<file path="config.mk">
export PLATFORM = sky130hd
export DESIGN_NAME = key_debouncer
export DESIGN_NICKNAME = d
export VERILOG_FILES = /design/src/rtl/key_debouncer_pkg.sv /design/src/rtl/key_debouncer_cell.sv /design/src/rtl/key_debouncer.sv
export SDC_FILE = /design/constraint.sdc
export NUM_CORES = 1
export LEC_CHECK = 0
export CORE_MARGIN = 3
export CORE_UTILIZATION = 47
export CTS_BUF_LIST = sky130_fd_sc_hd__clkbuf_4
export CTS_CLUSTER_SIZE = 24
export DETAILED_ROUTE_END_ITERATION = 7
export PLACE_DENSITY = 0.69
export SLEW_MARGIN = 20
export SYNTH_ARGS = -nofsm -noshare
export SYNTH_HDL_FRONTEND = slang
export SYNTH_SLANG_ARGS = --single-unit
</file>
<file path="constraint.sdc">
create_clock -name clk -period 3.15 [get_ports clk]
set_input_delay 0.63 -clock clk [delete_from_list [all_inputs] [get_ports clk]]
set_output_delay 0.63 -clock clk [all_outputs]
set_load 0.005 [all_outputs]
</file>
<file path="src/rtl/key_debouncer_pkg.sv">
// Shared constants for the key debouncer: key bit map, cell state encodings
// and small elaboration-time helpers.
package key_debouncer_pkg;

  localparam int KEY_W_DEF     = 18;
  localparam int NOTE_KEY_BITS = 7;
  localparam int KEY_SUBMIT    = 14;
  localparam int KEY_CANCEL    = 15;
  localparam int KEY_OCT_UP    = 16;
  localparam int KEY_OCT_DOWN  = 17;

  localparam logic [1:0] ST_IDLE         = 2'd0;
  localparam logic [1:0] ST_PRESS_WAIT   = 2'd1;
  localparam logic [1:0] ST_HELD         = 2'd2;
  localparam logic [1:0] ST_RELEASE_WAIT = 2'd3;

  // Counter width for values 0..v-1, never narrower than one bit.
  function automatic int clog2_min1(input int v);
    return (v <= 2) ? 1 : $clog2(v);
  endfunction

  function automatic int max_int(input int a, input int b);
    return (a > b) ? a : b;
  endfunction

  function automatic logic [2:0] popcount_notes(input logic [NOTE_KEY_BITS-1:0] v);
    logic [2:0] n;
    n = '0;
    for (int i = 0; i < NOTE_KEY_BITS; i++) n = n + {2'b00, v[i]};
    return n;
  endfunction

endpackage

</file>
<file path="src/rtl/key_debouncer_cell.sv">
// Single-key debounce FSM. Advances only on the shared sample tick and needs
// STABLE_TICKS consecutive confirming samples after leaving a stable state.
//
//  state        | meaning
//  IDLE         | level 0, input agrees
//  PRESS_WAIT   | level 0, input seen high, counting confirmations
//  HELD         | level 1, input agrees
//  RELEASE_WAIT | level 1, input seen low, counting confirmations
module key_debounce_cell
  import key_debouncer_pkg::*;
#(
  parameter int STABLE_TICKS = 20
) (
  input  logic clk,
  input  logic rst_n,
  input  logic tick_i,
  input  logic sample_i,
  output logic level_o,
  output logic rise_o,
  output logic fall_o,
  output logic held_o
);

  localparam int CW = clog2_min1(STABLE_TICKS + 1);
  localparam logic [CW-1:0] CNT_LAST = CW'(STABLE_TICKS - 1);

  logic [1:0]    state_q, state_d;
  logic [CW-1:0] cnt_q, cnt_d;
  logic          level_q, level_d;
  logic          rise_q, rise_d;
  logic          fall_q, fall_d;

  // Next-state: transitions only on tick; counter clears on every state entry.
  always_comb begin
    state_d = state_q;
    cnt_d   = cnt_q;
    level_d = level_q;
    rise_d  = 1'b0;
    fall_d  = 1'b0;
    if (tick_i) begin
      case (state_q)
        ST_IDLE: begin
          if (sample_i) begin
            state_d = ST_PRESS_WAIT;
            cnt_d   = '0;
          end
        end
        ST_PRESS_WAIT: begin
          if (!sample_i) begin
            state_d = ST_IDLE;
            cnt_d   = '0;
          end else if (cnt_q == CNT_LAST) begin
            state_d = ST_HELD;
            cnt_d   = '0;
            level_d = 1'b1;
            rise_d  = 1'b1;
          end else begin
            cnt_d = cnt_q + CW'(1);
          end
        end
        ST_HELD: begin
          if (!sample_i) begin
            state_d = ST_RELEASE_WAIT;
            cnt_d   = '0;
          end
        end
        default: begin
          if (sample_i) begin
            state_d = ST_HELD;
            cnt_d   = '0;
          end else if (cnt_q == CNT_LAST) begin
            state_d = ST_IDLE;
            cnt_d   = '0;
            level_d = 1'b0;
            fall_d  = 1'b1;
          end else begin
            cnt_d = cnt_q + CW'(1);
          end
        end
      endcase
    end
  end

  // State, counter and registered level/pulse outputs.
  always_ff @(posedge clk or negedge rst_n) begin
    if (!rst_n) begin
      state_q <= ST_IDLE;
      cnt_q   <= '0;
      level_q <= 1'b0;
      rise_q  <= 1'b0;
      fall_q  <= 1'b0;
    end else begin
      state_q <= state_d;
      cnt_q   <= cnt_d;
      level_q <= level_d;
      rise_q  <= rise_d;
      fall_q  <= fall_d;
    end
  end

  assign level_o = level_q;
  assign rise_o  = rise_q;
  assign fall_o  = fall_q;
  assign held_o  = (state_q == ST_HELD);

endmodule

</file>
<file path="src/rtl/key_debouncer.sv">
// Key input conditioner: 2-FF synchroniser, shared sample prescaler, one
// debounce cell per key, registered note decode, and optional octave-key
// auto-repeat enabled by defining KEY_DEBOUNCER_AUTOREPEAT_EN.
module key_debouncer
  import key_debouncer_pkg::*;
#(
  parameter int KEY_W        = KEY_W_DEF,
  parameter int TICK_CYCLES  = 100000,
  parameter int STABLE_TICKS = 20,
  parameter int REPEAT_DELAY = 500,
  parameter int REPEAT_RATE  = 150
) (
  input  logic                     clk,
  input  logic                     rst_n,
  input  logic [KEY_W-1:0]         key_raw,
  output logic [KEY_W-1:0]         key_level,
  output logic [KEY_W-1:0]         key_rise,
  output logic [KEY_W-1:0]         key_fall,
  output logic [NOTE_KEY_BITS-1:0] note_onehot,
  output logic                     note_multi
);

  localparam int PW = clog2_min1(TICK_CYCLES);
  localparam logic [PW-1:0] PRESC_LAST = PW'(TICK_CYCLES - 1);

  logic [KEY_W-1:0]         sync_meta_q, sync_q;
  logic [PW-1:0]            presc_q, presc_d;
  logic                     tick;
  logic [KEY_W-1:0]         cell_level, cell_rise, cell_fall, cell_held;
  logic [2:0]               note_cnt;
  logic [NOTE_KEY_BITS-1:0] note_onehot_q, note_onehot_d;
  logic                     note_multi_q, note_multi_d;
  logic                     unused_held;

  // Two-stage synchroniser for the asynchronous pins.
  always_ff @(posedge clk or negedge rst_n) begin
    if (!rst_n) begin
      sync_meta_q <= '0;
      sync_q      <= '0;
    end else begin
      sync_meta_q <= key_raw;
      sync_q      <= sync_meta_q;
    end
  end

  assign tick    = (presc_q == PRESC_LAST);
  assign presc_d = tick ? '0 : presc_q + PW'(1);

  // Free-running sample prescaler shared by all cells.
  always_ff @(posedge clk or negedge rst_n) begin
    if (!rst_n) presc_q <= '0;
    else        presc_q <= presc_d;
  end

  for (genvar k = 0; k < KEY_W; k++) begin : g_cell
    key_debounce_cell #(
      .STABLE_TICKS(STABLE_TICKS)
    ) u_cell (
      .clk     (clk),
      .rst_n   (rst_n),
      .tick_i  (tick),
      .sample_i(sync_q[k]),
      .level_o (cell_level[k]),
      .rise_o  (cell_rise[k]),
      .fall_o  (cell_fall[k]),
      .held_o  (cell_held[k])
    );
  end

  // Held state is only consumed by the repeat path.
  assign unused_held = ^cell_held;

  assign key_level = cell_level;
  assign key_fall  = cell_fall;

`ifdef KEY_DEBOUNCER_AUTOREPEAT_EN
  localparam int RW = clog2_min1(max_int(REPEAT_DELAY, REPEAT_RATE));
  localparam logic [RW-1:0] DELAY_LAST = RW'(REPEAT_DELAY - 1);
  localparam logic [RW-1:0] RATE_LAST  = RW'(REPEAT_RATE - 1);

  logic [1:0]       rpt_pulse;
  logic [KEY_W-1:0] rpt_vec;

  for (genvar r = 0; r < 2; r++) begin : g_rpt
    localparam int B = (r == 0) ? KEY_OCT_UP : KEY_OCT_DOWN;
    logic [RW-1:0] cnt_q, cnt_d;
    logic          armed_q, armed_d;
    logic          pulse_q, pulse_d;

    // Count ticks spent staying in HELD; first period is the delay, then the rate.
    always_comb begin
      cnt_d   = cnt_q;
      armed_d = armed_q;
      pulse_d = 1'b0;
      if (tick) begin
        if (cell_held[B] && sync_q[B]) begin
          if (cnt_q == (armed_q ? RATE_LAST : DELAY_LAST)) begin
            cnt_d   = '0;
            armed_d = 1'b1;
            pulse_d = 1'b1;
          end else begin
            cnt_d = cnt_q + RW'(1);
          end
        end else begin
          cnt_d   = '0;
          armed_d = 1'b0;
        end
      end
    end

    // Repeat counter and registered repeat pulse.
    always_ff @(posedge clk or negedge rst_n) begin
      if (!rst_n) begin
        cnt_q   <= '0;
        armed_q <= 1'b0;
        pulse_q <= 1'b0;
      end else begin
        cnt_q   <= cnt_d;
        armed_q <= armed_d;
        pulse_q <= pulse_d;
      end
    end

    assign rpt_pulse[r] = pulse_q;
  end

  // Place repeat pulses on the octave key positions.
  always_comb begin
    rpt_vec               = '0;
    rpt_vec[KEY_OCT_UP]   = rpt_pulse[0];
    rpt_vec[KEY_OCT_DOWN] = rpt_pulse[1];
  end

  assign key_rise = cell_rise | rpt_vec;
`else
  localparam int unused_repeat_cfg = REPEAT_DELAY + REPEAT_RATE;
  assign key_rise = cell_rise;
`endif

  // Note decode from the debounced note levels.
  always_comb begin
    note_cnt      = popcount_notes(cell_level[NOTE_KEY_BITS-1:0]);
    note_onehot_d = (note_cnt == 3'd1) ? cell_level[NOTE_KEY_BITS-1:0] : '0;
    note_multi_d  = (note_cnt >= 3'd2);
  end

  // Registered note outputs, one clk behind key_level.
  always_ff @(posedge clk or negedge rst_n) begin
    if (!rst_n) begin
      note_onehot_q <= '0;
      note_multi_q  <= 1'b0;
    end else begin
      note_onehot_q <= note_onehot_d;
      note_multi_q  <= note_multi_d;
    end
  end

  assign note_onehot = note_onehot_q;
  assign note_multi  = note_multi_q;

endmodule

</file>
* Yosys cells after proc, flatten, opt, wreduce, memory -nomap -nowiden *
Index checks and enable logic that the tools add are counted.

word-level totals
  flip-flop bits (word level) = 241
  bits of input ports = 20
  output and inout bits = 62
  word-level logic and storage cells = 863

operators by class
  add/sub/neg operators = 25
  magnitude comparators = 1
  eq/ne operators = 146
  mux-type cells = 452
  bitwise operators = 18
  reductions and logical operators = 126

operator list
  operator                                                          count
  5-bit two-way mux                                                 90
  5-bit one-hot mux with 3 select lines                             18
  2-bit two-way mux                                                 108
  1-bit two-way mux                                                 198
  5-bit AND reduction                                               36
  2-bit != test (second input constant)                             54
  2-bit one-hot mux with 3 select lines                             18
  5-bit by 1-bit adder with 5-bit output (second input constant)    18
  5-bit == test (second input constant)                             18
  4-bit nonzero test                                                18
  3-bit by 2-bit != test with 1-bit output (second input constant)  18
  3-bit AND reduction                                               18
  3-bit OR reduction                                                18
  2-bit by 1-bit == test with 1-bit output (second input constant)  18
  2-bit == test (second input constant)                             18
  2-bit logical NOT                                                 18
  2-bit by 1-bit != test with 1-bit output (second input constant)  18
  1-bit one-hot mux with 2 select lines                             18
  2-bit OR reduction                                                18
  1-bit NOT                                                         18
  17-bit by 1-bit adder with 17-bit output (second input constant)  1
  17-bit == test (second input constant)                            1
  17-bit two-way mux                                                1
  3-bit by 1-bit adder with 3-bit output                            4
  other kinds (5)                                                   5

* Depth between registers and ports, before layout *
  depth after elaboration = 8
  mapped depth = 9
  mapped depth without buffers = 9

* Hierarchy *
Synthesis repeated with hierarchy kept, for this count alone.

second synthesis, totals
  cells, all modules = 1036
  area, all modules = 11332.1 sq um

modules (own cells, without submodules)
  module                                     instances  cells an instance  area an instance (sq um)  sequential area each (sq um)
  key_debounce_cell at g_cell[0].u_cell ...  17         50                 510.5                     250.2
  key_debouncer                              1          136                2064.5                    1526.5
  key_debounce_cell at g_cell[1].u_cell      1          50                 589.3                     250.2

* Worst setup path before layout *
No wires, ideal clock.

  kind = register to register
  start = reg g_cell[0].u_cell.level_q
  end = reg note_onehot_q[0] (netlist: note_onehot[0])
  setup time = 66 ps
  arrival time = 2874 ps
  data required time = 3084 ps
  path slack = 210 ps
  cell stages (with the launch flop) = 10
  path buffers = 0
  period minus slack after synthesis = 2940 ps
  cells stage by stage = dfrtp_1 -> fa_1 -> inv_1 -> fa_1 -> inv_1 -> fa_1 -> fa_1 -> or2_2 -> nor2_1 -> and2_1

on the way
  cells in the longest elaborated chain, start to end = 8

ends and longest elaborated chain
  what                                                  line                      source
  start, declared                                       key_debouncer_cell.sv:29  logic level_q, level_d;
  start signal, assigned                                key_debouncer_cell.sv:95  level_q <= level_d;
  1-bit by 1-bit adder with 2-bit output                key_debouncer_pkg.sv:29   for (int i = 0; i < NOTE_KEY_BITS; i++) n = n + {2'b00, v[i]};
  2-bit by 1-bit adder with 3-bit output                key_debouncer_pkg.sv:29
  3-bit by 1-bit adder with 3-bit output (4 in series)  key_debouncer_pkg.sv:29
  3-bit by 1-bit == test with 1-bit output              key_debouncer.sv:143      note_onehot_d = (note_cnt == 3'd1) ? cell_level[NOTE_KEY_BITS-1:0] : '0;
  7-bit two-way mux (*)                                 key_debouncer.sv:143
  net note_onehot_d[0]                                  key_debouncer.sv:31       logic [NOTE_KEY_BITS-1:0] note_onehot_q, note_onehot_d;
  end signal, assigned                                  key_debouncer.sv:153      note_onehot_q <= note_onehot_d;
  end, declared                                         key_debouncer.sv:31

The timed path passes the listed nets; every way through them passes the cells marked *.
A chain may end at the register's enable or synchronous reset.

* Worst setup path after layout *
Ends and elaborated chain as after synthesis.

==> results.sh <==
export IMPL_hpwl_mm=13.5
export IMPL_grt_max_degree=89
export IMPL_cts_tree="built"
export IMPL_layout_common_cells="dfrtp_1, o21ai_0, nand2_1"
export IMPL_fin_crit_ps=2960
export IMPL_drtIter0Drc=433
export IMPL_num_nets_final=1197
export IMPL_synth_seq_cells=241
export IMPL_crit_top_cell="fa_1"
export IMPL_die_w_um=160
export IMPL_yosys_most_used_dff="dfrtp_1"
export IMPL_synth_edf_count=0
export IMPL_hold_class="flop to flop"
export IMPL_num_rows=55
export IMPL_die_y_um=160
export IMPL_synthArstFlopShare_pct=100
export IMPL_finalMaxSlewViolations=0
export IMPL_status="finished, final reports clean"
export IMPL_ios=82
export IMPL_path_delay_family="adder cells"
export IMPL_final_area_um2=12800
export IMPL_synth_nets=1112
export IMPL_critical_path_depth=9
export IMPL_cp_max_fo=5
export IMPL_routed_wl_mm=20.7
export IMPL_min_from="sync_meta_q[0]$_DFF_PN0_"
export IMPL_synth_warnings=0
export IMPL_antenna_found_initial=1
export IMPL_ant_nets=0
export IMPL_slew_headroom_pct=50.8
export IMPL_r2r_worst_path_cells=9
export IMPL_crit_required_ps=3730
export IMPL_clock_latency_ps=640
export IMPL_cellLeakagePower_nw=5.73
export IMPL_synth_top_cells_by_area="dfrtp_1, o21ai_0, buf_4"
export IMPL_syn_to_final_growth_pct=14.3
export IMPL_path_cells="fa_1 -> inv_1 -> fa_1 -> inv_1 -> fa_1 -> fa_1 -> or2_2 -> nor2_4 -> and2_1"
export IMPL_cp_start_kind="flop"
export IMPL_skew_ps=29.5
export IMPL_setup_tns_ps=0
export IMPL_portBuffers=81
export IMPL_synthCells=1069
export IMPL_timing_rr_start="g_cell[0].u_cell.level_o$_DFFE_PN0P_"
export IMPL_synth_area_leader_cell="dfrtp_1"
export IMPL_overflow=0
export IMPL_worst_pin_slew_ps=730
export IMPL_synthDistinctLibCells=63
export IMPL_yosysSeqAreaShare_pct=54.0
export IMPL_cts_buffers=67
export IMPL_syn_area_per_cell_um2=10.5
export IMPL_netlist_area_um2=11200
export IMPL_hold_end="sync_q[0]$_DFF_PN0_"
export IMPL_h_tree_depth=3
export IMPL_vdd_drop_max_mv=0.242
export IMPL_max_freq_mhz=337
export IMPL_powerDensity_nw_per_um2=453
export IMPL_maxCapViolations=0
export IMPL_place_gp_congestion=0.833
export IMPL_drive_gt1_share_pct=12.6
export IMPL_rrSetupSlack_ps=190
export IMPL_vias=7973
export IMPL_grt_pass1_wl_mm=35.7
export IMPL_max_stage_delay_ps=530
export IMPL_start_util_pct=48.6
export IMPL_cp_end_kind="flop"
export IMPL_setup_viol_count_final=0
export IMPL_synth_top_cell_area_share_pct=54.0
export IMPL_drc=0
export IMPL_cts_root_buf="clkbuf_4"
export IMPL_die_area_um2=25700
export IMPL_viasPerCell=5.32
export IMPL_coreArea_um2=23000
export IMPL_grt_setup_unrepaired="no"
export IMPL_cts_clk_slew_worst_paths_ps=60
export IMPL_grt_total_usage_pct=16.4
export IMPL_cts_path_max_buffers=3
export IMPL_mostFrequentLayoutCell="dfrtp_1"
export IMPL_grt_pass1_vias=7742
export IMPL_hold_depth=0
export IMPL_post_route_period_util_pct=94.1
export IMPL_r2r_end="note_onehot[0]$_DFF_PN0_"
export IMPL_routedWlPerCell_um=13.8
export IMPL_cpMaxStageDelayCell="fa_1"
export IMPL_place_area_um2=12000
export IMPL_cp_num_buf_inv=2
export IMPL_clock_sinks=241
export IMPL_cp_arrival_ps=3540
export IMPL_hold_viol=0
export IMPL_criticalPathCategory="flop to flop"
export IMPL_firstDrtPassIters=5
-- area by class of cell --
| type | instances | area [um2] |
|---|---|---|
| Sequential cell | 241 | 6030 |
| Clock buffer | 94 | 706 |
| Timing Repair Buffer | 96 | 993 |
| Multi-Input combinational cell | 722 | 4520 |
| Antenna cell | 1 | 2.50 |
| Inverter | 26 | 97.6 |
| Tap cell | 313 | 392 |
| Clock inverter | 7 | 26.3 |
| Fill cell | 2052 | 10200 |
-- worst register-to-register path, cell delays in order (launching register included) --
cell     delay, ps
dfrtp_1        400
fa_1           530
inv_1           50
fa_1           470
inv_1           50
fa_1           370
fa_1           430
or2_2          350
nor2_4         120
and2_1         130
-- kinds of logic after synthesis --
group / after synthesis / share of synthesized area [%]
AND/OR/NAND/NOR: 416 / 20.3
flip-flops: 241 / 54.0
AO/OA/AOI/OAI: 224 / 12.2
buffers and inverters: 106 / 5.65
XOR/XNOR: 41 / 3.21
adder cells (fa/ha/maj): 23 / 2.84
multiplexers: 18 / 1.81
-- sequential cells by signal, summed over array words and instances, names as in the netlist, named ones only --
| register | count |
|---|---|
| g_cell.u_cell.fall_o | 18 |
| g_cell.u_cell.level_o | 18 |
| note_multi | 1 |
| sync_q | 18 |
| g_cell.u_cell.state_q | 18 |
| note_onehot | 7 |
| g_cell.u_cell.cnt_q | 90 |
| presc_q | 17 |
| sync_meta_q | 18 |
| g_cell.u_cell.rise_o | 18 |
-- through the flow --
step | std cells | hold WS (ps) | util (%) | total power [mW] | worst slack, ps
2_1_floorplan | 1069 | 331 | - | 3.23 | 210
3_3_place_gp | 1397 | 332 | 52.3 | 3.33 | 115
3_5_place_dp | 1397 | 337 | 52.3 | 3.33 | 66.6
4_1_cts | 1499 | 349 | 55.5 | 5.91 | 68.0
5_1_grt | 1500 | 356 | 55.6 | 6.09 | 26.7
6_report | 1500 | 345 | 55.6 | 5.79 | 185
-- how the worst max path moves through the flow --
stage | start | end | slack [ps]
finish | g_cell[0].u_cell.level_o$_DFFE_PN0P_ | note_onehot[0]$_DFF_PN0_ | 190
global route | g_cell[0].u_cell.level_o$_DFFE_PN0P_ | note_onehot[1]$_DFF_PN0_ | 30
CTS | g_cell[0].u_cell.level_o$_DFFE_PN0P_ | note_onehot[1]$_DFF_PN0_ | 70
detailed placement | g_cell[0].u_cell.level_o$_DFFE_PN0P_ | note_onehot[0]$_DFF_PN0_ | 70
global placement | g_cell[0].u_cell.level_o$_DFFE_PN0P_ | note_onehot[3]$_DFF_PN0_ | 120
floorplan | g_cell[0].u_cell.level_o$_DFFE_PN0P_ | note_onehot[0]$_DFF_PN0_ | 210
-- per-layer routing --
metal  vias to the layer above  part of all wire (%)  track usage, %
li1                       3968                     -               -
met1                      3813                    49            22.2
met2                       151                    45            25.6
met3                        41                   4.2            3.94
met4                         0                   2.0            6.67
met5                         -                     0               0
-- power by group --
part | total [mW] | internal [mW] | switching (mW)
clock network | 2.52 | 1.35 | 1.17
registers | 3.14 | 3.12 | 0.0221
logic | 0.131 | 0.0450 | 0.0856
-- Yosys cell counts (10+ instances only) --
cell and number:
dfrtp_1 241, o21ai_0 114, nand2_1 113, nand3_1 83
buf_4 57, nor2_1 50, nor3b_1 34, xor2_1 32
a21oi_1 29, inv_1 26, ha_1 19, nor3_1 19
o31ai_1 19, mux2_2 18, clkbuf_1 16, nand4_1 14
nand2b_1 13, and2_1 11, nor2b_1 11, a22o_1 10
-- what timing repair did --
item,CTS,global route
hold endpoints to repair,49,0
endpoints found under the setup margin,0,5
hold buffers,1,0
setup buffers,0,0
gates resized for setup,0,2
(Power assumes the default switching activity.)
